<file path="src/rtl/riscv_pkg.sv">
// Shared definitions for the row-sync URAM arbiter.
//   arb_state_t : arbiter FSM encoding (IDLE -> GRANT -> RELEASE -> IDLE)
//   URAM_*_W    : default URAM row address / data widths
//   WR_CNT_W    : width of the write counter reported to the host
package riscv_pkg;

  typedef enum logic [1:0] {
    ARB_IDLE    = 2'd0,
    ARB_GRANT   = 2'd1,
    ARB_RELEASE = 2'd2
  } arb_state_t;

  localparam int URAM_ADDR_W = 12;
  localparam int URAM_DATA_W = 32;
  localparam int WR_CNT_W    = 16;

endpackage

</file>
<file path="src/rtl/rr_pick.sv">
// Combinational round-robin first-set finder.
//   req   : request vector, one bit per core
//   ptr   : index where the search starts (wraps modulo NUM_CORES)
//   idx   : first set index at or after ptr
//   valid : at least one request bit set
module rr_pick #(
  parameter int NUM_CORES = 4,
  parameter int IDX_W     = $clog2(NUM_CORES)
) (
  input  logic [NUM_CORES-1:0] req,
  input  logic [IDX_W-1:0]     ptr,
  output logic [IDX_W-1:0]     idx,
  output logic                 valid
);

  // One spare bit so ptr + offset never overflows before the wrap subtract.
  logic [IDX_W:0] pos;

  always_comb begin
    idx   = ptr;
    valid = 1'b0;
    pos   = '0;
    for (int k = 0; k < NUM_CORES; k++) begin
      pos = {1'b0, ptr} + (IDX_W+1)'(k);
      if (pos >= (IDX_W+1)'(NUM_CORES)) pos = pos - (IDX_W+1)'(NUM_CORES);
      if (!valid && req[pos[IDX_W-1:0]]) begin
        valid = 1'b1;
        idx   = pos[IDX_W-1:0];
      end
    end
  end

endmodule

</file>
<file path="src/rtl/row_sync_arbiter.sv">
// Arbitrates one shared URAM row between NUM_CORES cores.
// A core requests, is granted (one-hot), takes its lock, and releases by
// dropping the lock (or by withdrawing the request before ever locking).
// Every release inserts a grant-free RELEASE cycle and advances the
// round-robin pointer past the old owner.
// Ports:
//   clk, reset                 : clock, synchronous active-high reset
//   i_core_req/i_core_locked   : per-core request / lock-held status
//   o_core_grant               : per-core grant, one-hot or zero
//   i_core_uram_*              : per-core packed URAM requests
//   o_URAM_*                   : owner's request, registered (1 cycle)
//   i_host_drained             : host emptied the URAM (pulse)
//   o_wr_count/o_uram_emptied  : writes since last drain / empty flag
//   o_illegal_wr               : sticky, non-owner touched the URAM
module row_sync_arbiter import riscv_pkg::*; #(
  parameter int NUM_CORES = 4,
  parameter int ADDR_W    = URAM_ADDR_W,
  parameter int DATA_W    = URAM_DATA_W
) (
  input  logic                          clk,
  input  logic                          reset,
  input  logic [NUM_CORES-1:0]          i_core_req,
  input  logic [NUM_CORES-1:0]          i_core_locked,
  output logic [NUM_CORES-1:0]          o_core_grant,
  output logic                          o_uram_emptied,
  input  logic [NUM_CORES-1:0]          i_core_uram_en,
  input  logic [NUM_CORES-1:0]          i_core_uram_wr_en,
  input  logic [NUM_CORES*ADDR_W-1:0]   i_core_uram_addr,
  input  logic [NUM_CORES*DATA_W-1:0]   i_core_uram_wr_data,
  output logic                          o_URAM_en,
  output logic                          o_URAM_wr_en,
  output logic [ADDR_W-1:0]             o_URAM_addr,
  output logic [DATA_W-1:0]             o_URAM_wr_data,
  input  logic                          i_host_drained,
  output logic [WR_CNT_W-1:0]           o_wr_count,
  output logic                          o_illegal_wr
);

  localparam int IDX_W = $clog2(NUM_CORES);

  arb_state_t       state, state_nxt;
  logic [IDX_W-1:0] owner, owner_nxt, rr_ptr, rr_ptr_nxt, pick_idx;
  logic             locked_seen, locked_seen_nxt, pick_vld;
  logic             own_req, own_lck, in_grant, illegal_hit, fwd_wr, wr_pend;
  logic [WR_CNT_W-1:0] cnt_inc;

  logic [ADDR_W-1:0] core_addr [NUM_CORES];
  logic [DATA_W-1:0] core_data [NUM_CORES];

  for (genvar g = 0; g < NUM_CORES; g++) begin : g_unpack
    assign core_addr[g] = i_core_uram_addr[g*ADDR_W +: ADDR_W];
    assign core_data[g] = i_core_uram_wr_data[g*DATA_W +: DATA_W];
  end

  rr_pick #(.NUM_CORES(NUM_CORES), .IDX_W(IDX_W)) u_pick (
    .req   (i_core_req),
    .ptr   (rr_ptr),
    .idx   (pick_idx),
    .valid (pick_vld)
  );

  assign own_req  = i_core_req[owner];
  assign own_lck  = i_core_locked[owner];
  assign in_grant = (state == ARB_GRANT);

  always_comb begin
    state_nxt       = state;
    owner_nxt       = owner;
    rr_ptr_nxt      = rr_ptr;
    locked_seen_nxt = locked_seen;
    o_core_grant    = '0;
    case (state)
      ARB_IDLE: begin
        if (pick_vld) begin
          owner_nxt = pick_idx;
          state_nxt = ARB_GRANT;
        end
      end
      ARB_GRANT: begin
        o_core_grant[owner] = 1'b1;
        if (own_lck) locked_seen_nxt = 1'b1;
        // Release on lock falling edge, or on a request withdrawn unlocked.
        if ((locked_seen && !own_lck) || (!locked_seen && !own_req && !own_lck))
          state_nxt = ARB_RELEASE;
      end
      ARB_RELEASE: begin
        rr_ptr_nxt      = (owner == IDX_W'(NUM_CORES-1)) ? '0 : owner + 1'b1;
        locked_seen_nxt = 1'b0;
        state_nxt       = ARB_IDLE;
      end
      default: state_nxt = ARB_IDLE;
    endcase
  end

  always_ff @(posedge clk) begin
    if (reset) begin
      state       <= ARB_IDLE;
      owner       <= '0;
      rr_ptr      <= '0;
      locked_seen <= 1'b0;
    end else begin
      state       <= state_nxt;
      owner       <= owner_nxt;
      rr_ptr      <= rr_ptr_nxt;
      locked_seen <= locked_seen_nxt;
    end
  end

  // Anyone enabling the URAM other than the current owner in GRANT.
  always_comb begin
    illegal_hit = 1'b0;
    for (int i = 0; i < NUM_CORES; i++)
      if (i_core_uram_en[i] && !(in_grant && owner == IDX_W'(i))) illegal_hit = 1'b1;
  end

  assign fwd_wr  = o_URAM_en && o_URAM_wr_en;
  assign cnt_inc = WR_CNT_W'(fwd_wr) + WR_CNT_W'(wr_pend);

  always_ff @(posedge clk) begin
    if (reset) begin
      o_URAM_en      <= 1'b0;
      o_URAM_wr_en   <= 1'b0;
      o_URAM_addr    <= '0;
      o_URAM_wr_data <= '0;
      o_illegal_wr   <= 1'b0;
      o_wr_count     <= '0;
      o_uram_emptied <= 1'b1;
      wr_pend        <= 1'b0;
    end else begin
      o_URAM_en    <= in_grant && i_core_uram_en[owner];
      o_URAM_wr_en <= in_grant && i_core_uram_wr_en[owner];
      if (in_grant) begin
        o_URAM_addr    <= core_addr[owner];
        o_URAM_wr_data <= core_data[owner];
      end
      if (illegal_hit) o_illegal_wr <= 1'b1;
      // Drain wins a collision; the colliding write is carried into the
      // new epoch and counted one cycle later.
      if (i_host_drained) begin
        o_wr_count     <= '0;
        o_uram_emptied <= 1'b1;
        wr_pend        <= fwd_wr;
      end else begin
        if (fwd_wr || wr_pend) begin
          o_wr_count     <= o_wr_count + cnt_inc;
          o_uram_emptied <= 1'b0;
        end
        wr_pend <= 1'b0;
      end
    end
  end

endmodule

</file>
<file path="config.mk">
export PLATFORM = sky130hd
export DESIGN_NAME = row_sync_arbiter
export DESIGN_NICKNAME = d
export VERILOG_FILES = /design/src/rtl/riscv_pkg.sv /design/src/rtl/rr_pick.sv /design/src/rtl/row_sync_arbiter.sv
export SDC_FILE = /design/constraint.sdc
export NUM_CORES = 1
export LEC_CHECK = 0
export CAP_MARGIN = 20
export CORE_ASPECT_RATIO = 1.4
export CORE_MARGIN = 10
export CORE_UTILIZATION = 38
export CTS_BUF_LIST = sky130_fd_sc_hd__clkbuf_2
export CTS_CLUSTER_SIZE = 14
export DETAILED_ROUTE_END_ITERATION = 8
export PLACE_DENSITY = 0.85
export SLEW_MARGIN = 15
export SYNTH_ARGS = -nofsm -noshare
export SYNTH_HDL_FRONTEND = slang
export SYNTH_SLANG_ARGS = --single-unit
export TNS_END_PERCENT = 5
</file>
<file path="constraint.sdc">
create_clock -name clk -period 2.65 [get_ports clk]
set_clock_uncertainty 0.2 [all_clocks]
set_input_delay 0.6625 -clock clk [delete_from_list [all_inputs] [get_ports clk]]
set_output_delay 0.6625 -clock clk [all_outputs]
set_load 0.01 [all_outputs]
</file>
### Word-level counts from Yosys, hierarchy flattened

Index checks and enable logic that the tools add are counted.
W data, S select, Z words.

* add/subtract/negate cells: 10
* $lt $le $gt $ge: 11
* equality and inequality tests: 8
* multiplexer cells: 47
* bitwise operators: 2
* reductions and logical operators: 38

Operator list (count)
* $bmux W32 S2: 1
* $mux W32: 2
* $bmux W12 S2: 1
* $mux W12: 2
* $mux W2: 11
* $logic_and A1 B1 Y1: 18
* $mux W1: 18
* $add A16 B2 Y16: 1
* $bmux W1 S2: 8
* $lt A2 B3 Y1 const B: 5
* $ge A3 B3 Y1 const B: 4
* $logic_not A1 Y1: 10
* $sub A2 B1 Y2 const B: 4
* $add A2 B2 Y3 const B: 2
* $eq A2 B2 Y1 const B: 3
* $reduce_and A2 Y1: 3
* $eq A2 B1 Y1 const B: 2
* $logic_not A2 Y1: 2
* $mux W4: 1
* $ne A2 B2 Y1 const B: 2
* $pmux W2 S2: 1
* $reduce_or A2 Y1: 2
* $add A2 B1 Y3 const B: 1
* $ge A2 B3 Y1 const B: 1
* other kinds (10): 11

* register bits after elaboration: 72
* bits of input ports: 195
* output and inout bits: 68
* word-level logic and storage cells: 128

### Logic depth before layout (Yosys ltp)

* depth after elaboration: 16
* gate-level depth with buffers: 8
* mapped depth without buffers: 8

### By module

Synthesis repeated with hierarchy kept, for this count alone.

* cell total of the unflattened synthesis: 415
* area total of the unflattened synthesis: 4002.6 µm²

By module, submodules not included
* row_sync_arbiter: instances 1, cells each 399, area an instance 3906.2 µm², seq. area each 1441.4 µm²
* rr_pick: instances 1, cells each 16, area an instance 96.3 µm², seq. area each 0.0 µm²

### Worst setup path after synthesis

Ideal clock, no wire load.

* path kind: register to register
* start point: register o_URAM_en
* end point: register o_wr_count[10]
* setup time: 0.070 ns
* arrival time: 1.983 ns
* data required time: 2.380 ns
* path slack: 0.397 ns
* stages on the path, launching flop included: 9
* buffers on the path: 0
* clock period less this slack: 2.253 ns
* cells stage by stage: dfxtp_1 -> nand2_1 -> fa_1 -> inv_1 -> ha_1 -> and2_1 -> nand2_1 -> or4b_1 -> a21oi_1

* cells in the longest elaborated chain, start to end: 3
* elaborated cells on any way between the ends: 4
* those cells by class: add/sub (2); reduce/logical (2)

Ends and longest elaborated chain
* start: declaration: RTL line row_sync_arbiter.sv:30 `output logic o_URAM_en,`
* start signal: assignment: RTL line row_sync_arbiter.sv:130 `o_URAM_en <= in_grant && i_core_uram_en[owner];`
* $logic_and A1 B1 Y1 *: RTL line row_sync_arbiter.sv:116 `assign fwd_wr = o_URAM_en && o_URAM_wr_en;`
* $add A1 B1 Y2: RTL line row_sync_arbiter.sv:117 `assign cnt_inc = WR_CNT_W'(fwd_wr) + WR_CNT_W'(wr_pend);`
* $add A16 B2 Y16: RTL line row_sync_arbiter.sv:145 `o_wr_count <= o_wr_count + cnt_inc;`
* end signal: assignment: RTL line row_sync_arbiter.sv:145
* end: declaration: RTL line row_sync_arbiter.sv:35 `output logic [WR_CNT_W-1:0] o_wr_count,`

Mark *: on every way between the ends. The rest lies on a longest branch, timed or not.
A chain may end at the register's enable or synchronous reset.

### Worst setup path after layout

* start point: register owner[0]
* end point: output port o_core_grant[2]

* cells in the longest elaborated chain, start to end: 5
* elaborated cells on any way between the ends: 6
* those cells by class: order compare (2); mux (3); reduce/logical (1)

Ends and longest elaborated chain
* start: declaration: RTL line row_sync_arbiter.sv:42 `logic [IDX_W-1:0] owner, owner_nxt, rr_ptr, rr_ptr_nxt, pick_idx;`
* start signal: assignment: RTL line row_sync_arbiter.sv:103 `owner <= owner_nxt;`
* $lt A2 B3 Y1 (not written as such) / $ge A2 B1 Y1 (equally long branches): RTL line row_sync_arbiter.sv:80 `o_core_grant[owner] = 1'b1;`
* $logic_and A1 B1 Y1 (not written as such): RTL line row_sync_arbiter.sv:80
* $mux W1 (not written as such): RTL line row_sync_arbiter.sv:80
* $demux W1 S2 *: RTL line row_sync_arbiter.sv:80
* $mux W4 *: RTL line row_sync_arbiter.sv:72 `case (state)`
* end: declaration: RTL line row_sync_arbiter.sv:24 `output logic [NUM_CORES-1:0] o_core_grant,`

Marks and branches as above.

==> metrics.log <==
[metrics] run status: completed
[metrics] DR vias/cell: 5.238
[metrics] Post-DRT Antenna Nets: 0
[metrics] Die X: 107.3 um
[metrics] clock edge transition at the registers on the reported setup and hold paths: 0.17 ns
[metrics] Starting DRT DRC Count: 164
[metrics] pre-CTS WS: 0.2419 ns
[metrics] # Max-Cap Violations: 0
[metrics] EDFF count, synth: 0
[metrics] number of primary I/O pins: 263
[metrics] power per standard cell area: 404.2 nW/um^2
[metrics] reported leakage power: 0.002401 uW
[metrics] RePlAce Congestion: 0.8973
[metrics] Final Cell Area: approximately 6800 sq um
[metrics] commonest non-fill, non-tap cell in the layout: sky130_fd_sc_hd__clkdlybuf4s50_1
[metrics] area inside the core boundary: 10,410 sq um
[metrics] Post-DP Area: 6775 sq um
[metrics] RSZ-0062 raised after global routing: false
[metrics] routed via count: 4,243
[metrics] fraction of final layout cells with drive strength greater than 1: 12.82%
[metrics] crit path kind: flip-flop to output port
[metrics] commonest cells after routing, fill and taps aside: sky130_fd_sc_hd__clkdlybuf4s50_1 (257), sky130_fd_sc_hd__nand2_1 (102), sky130_fd_sc_hd__dfxtp_1 (70)
[metrics] Synth Cell Area: 4055 sq um
[metrics] fin nets: 868
[metrics] clock latency on the worst-skew pair: 0.53 ns
[metrics] critical path arrival: 1.64 ns
[metrics] CTS tree: built
[metrics] Final min period: 2.500 ns
[metrics] final period utilization: 94.35%
[metrics] most used flip-flop cell after synthesis: sky130_fd_sc_hd__dfxtp_1
[metrics] total number of H-tree levels: 3
[metrics] number of distinct library cells after synthesis: 49
[metrics] sequential area share after synthesis: 35.54%
[metrics] final wirelength: roughly 16,000 um
[metrics] post-layout total power: 2768 uW
[metrics] post-synthesis instance total: 416
[metrics] Async S/R FF share, synth: 0%
[metrics] GRT Overall Usage: 20.84%
[metrics] Worst Hold Class: flip-flop to flip-flop
[metrics] count of warnings emitted by yosys: 0
[metrics] fill cell count: 793
[metrics] Final Hold Vio Count: 0
[metrics] setup total negative slack: 0 ns
[metrics] Setup-failing EPs final: 0
[metrics] flops & latches, synth: 72
[metrics] post-CTS setup repair buffer count: 0
[metrics] PnR worst setup slack: 0.1496 ns
[metrics] antenna violations before repair: 1
[metrics] wire length of the first global-routing pass: 24,700 um
[metrics] Mapped Nets: about 620
[metrics] Max transition margin: approximately 61%
[metrics] pin count of the biggest net entering global routing: 47
[metrics] category of the worst setup path capture point: output port
[metrics] detail-routed net length per standard cell: 20.21 um
[metrics] highest ir drop seen on vdd: 0.1963 mV
[metrics] number of buffers added to fix hold violations after cts: 0
[metrics] Core Util, Final: roughly two thirds
[metrics] iteration count of the initial detailed-routing pass: 4
[metrics] clock buffers created by TritonCTS: 9
[metrics] initial cell density of the core: around two fifths
[metrics] Die Outline Area: around 15,000 sq um
[metrics] remaining global-route overflow: 0
[metrics] worst-case clock buffer depth: 2
[metrics] required time reported for the critical path endpoint: 1.79 ns
[metrics] Worst Setup Start Kind: flip-flop
[metrics] number of standard-cell rows in the floorplan: 44
[metrics] final routed DRC violation total: 0
[metrics] crit path max fanout: 5
[metrics] Final HPWL DP: 13,830 um
[metrics] port bufs: 262
[metrics] sinks on the clock net: 72
[metrics] peak clock frequency supported by timing: 0.3999 GHz
[metrics] Root Driver: sky130_fd_sc_hd__clkbuf_2
[metrics] final-report max-slew violation count: 0
[metrics] via count of the first global-routing pass: 4,684
[metrics] Area Overhead vs Synth: 68.87%
[metrics] actual transition at the worst max-transition pin: 0.5804 ns
[metrics] Vert. Die Dim: 142.2 um
[metrics] average cell area after synthesis: 9.748 sq um
final timing paths:
kind / start / end / slack [ns] / cells after the start
max: owner[0]$_SDFFE_PP0P_ / o_core_grant[2] / 0.15 / 5
min: o_uram_emptied$_SDFFE_PP1P_ / o_uram_emptied$_SDFFE_PP1P_ / 0.26 / 2
max reg2reg: o_URAM_en$_SDFF_PP0_ / o_wr_count[10]$_SDFFE_PP0P_ / 0.28 / 8
min reg2reg: o_uram_emptied$_SDFFE_PP1P_ / o_uram_emptied$_SDFFE_PP1P_ / 0.26 / 2
registers in the layout, indices dropped and copies added (netlist names):
signal,cells
o_URAM_wr_en,1
o_uram_emptied,1
rr_ptr,2
o_illegal_wr,1
o_URAM_addr,12
o_URAM_wr_data,32
wr_pend,1
locked_seen,1
state,2
owner,2
o_URAM_en,1
o_wr_count,16
power breakdown:
group | internal, uW | switching, uW | leakage, uW
clock network | 113 | 374 | 0.0000526
registers | 1170 | 51.8 | 0.000589
logic | 635 | 424 | 0.00176
total | 1920 | 850 | 0.00240
what timing repair did:
item | 4_1_cts | 5_1_grt
setup endpoints to repair | 4 | 0
hold endpoints to repair | 0 | 0
resized for setup | 4 | 0
synthesized netlist by cell type (2+ instances only):
cell / number / area (sq um)
sky130_fd_sc_hd__nand2b_1: 5 / 31.28
sky130_fd_sc_hd__buf_4: 3 / 22.52
sky130_fd_sc_hd__inv_1: 11 / 41.29
sky130_fd_sc_hd__nand4_1: 4 / 25.02
sky130_fd_sc_hd__nand2_1: 102 / 382.9
sky130_fd_sc_hd__xnor2_1: 4 / 35.03
sky130_fd_sc_hd__mux2i_1: 2 / 20.02
sky130_fd_sc_hd__nor3_1: 5 / 25.02
sky130_fd_sc_hd__nor4_1: 2 / 12.51
sky130_fd_sc_hd__clkbuf_1: 12 / 45.04
sky130_fd_sc_hd__buf_1: 8 / 30.03
sky130_fd_sc_hd__dfxtp_1: 72 / 1441
sky130_fd_sc_hd__nor2_1: 23 / 86.33
sky130_fd_sc_hd__a21oi_1: 53 / 265.3
sky130_fd_sc_hd__a211oi_1: 4 / 30.03
sky130_fd_sc_hd__and2_1: 2 / 12.51
sky130_fd_sc_hd__nor2b_1: 5 / 31.28
sky130_fd_sc_hd__a31o_2: 3 / 26.28
sky130_fd_sc_hd__nor3b_1: 3 / 22.52
sky130_fd_sc_hd__xor2_1: 4 / 35.03
sky130_fd_sc_hd__ha_1: 5 / 62.56
sky130_fd_sc_hd__buf_2: 5 / 25.02
sky130_fd_sc_hd__and3_1: 2 / 12.51
sky130_fd_sc_hd__mux4_2: 47 / 1059
sky130_fd_sc_hd__buf_6: 2 / 22.52
sky130_fd_sc_hd__or3_1: 2 / 12.51
sky130_fd_sc_hd__o41ai_1: 2 / 17.52
sky130_fd_sc_hd__nand3_1: 3 / 15.01
critical path, stage by stage (launching register included):
cell and delay (ns):
sky130_fd_sc_hd__dfxtp_4 0.40, sky130_fd_sc_hd__inv_1 0.08, sky130_fd_sc_hd__ha_1 0.15, sky130_fd_sc_hd__inv_1 0.05, sky130_fd_sc_hd__nor2_1 0.14, sky130_fd_sc_hd__dlygate4sd2_1 0.31
metrics by stage:
stage,hold slack (ns),cells
floorplan,0.2666,416
global placement,0.2334,794
detailed placement,0.2371,794
CTS,0.2585,809
global route,0.2826,810
finish,0.2608,810
metal layers:
layer / global-route usage, % / vias to the layer above / routed length [um]
li1: - / 2003 / -
met1: 21.38 / 2015 / 5828
met2: 35.62 / 190 / 8387
met3: 8.205 / 35 / 1573
met4: 11.01 / 0 / 581
met5: 0 / - / 0
area by class of cell:
cell class	instances	area, sq um	area share, %
Clock buffer	10	50.05	0.7309
Timing Repair Buffer	270	2673	39.03
Clock inverter	5	25.02	0.3654
Tap cell	138	172.7	2.521
Sequential cell	72	1446	21.12
Antenna cell	1	2.502	0.03654
Inverter	11	41.29	0.6030
Multi-Input combinational cell	303	2437	35.59
cells by family after synthesis:
logic type               count (synthesis)  synth area share (%)
multiplexers                            51                 27.24
AO/OA/AOI/OAI                           71                 10.37
buffers and inverters                   41                 4.597
AND/OR/NAND/NOR                        167                 18.48
flip-flops                              72                 35.54
XOR/XNOR                                 8                 1.728
adder cells (fa/ha/maj)                  6                 2.036
Note: power is estimated with default switching activity, not from simulation.
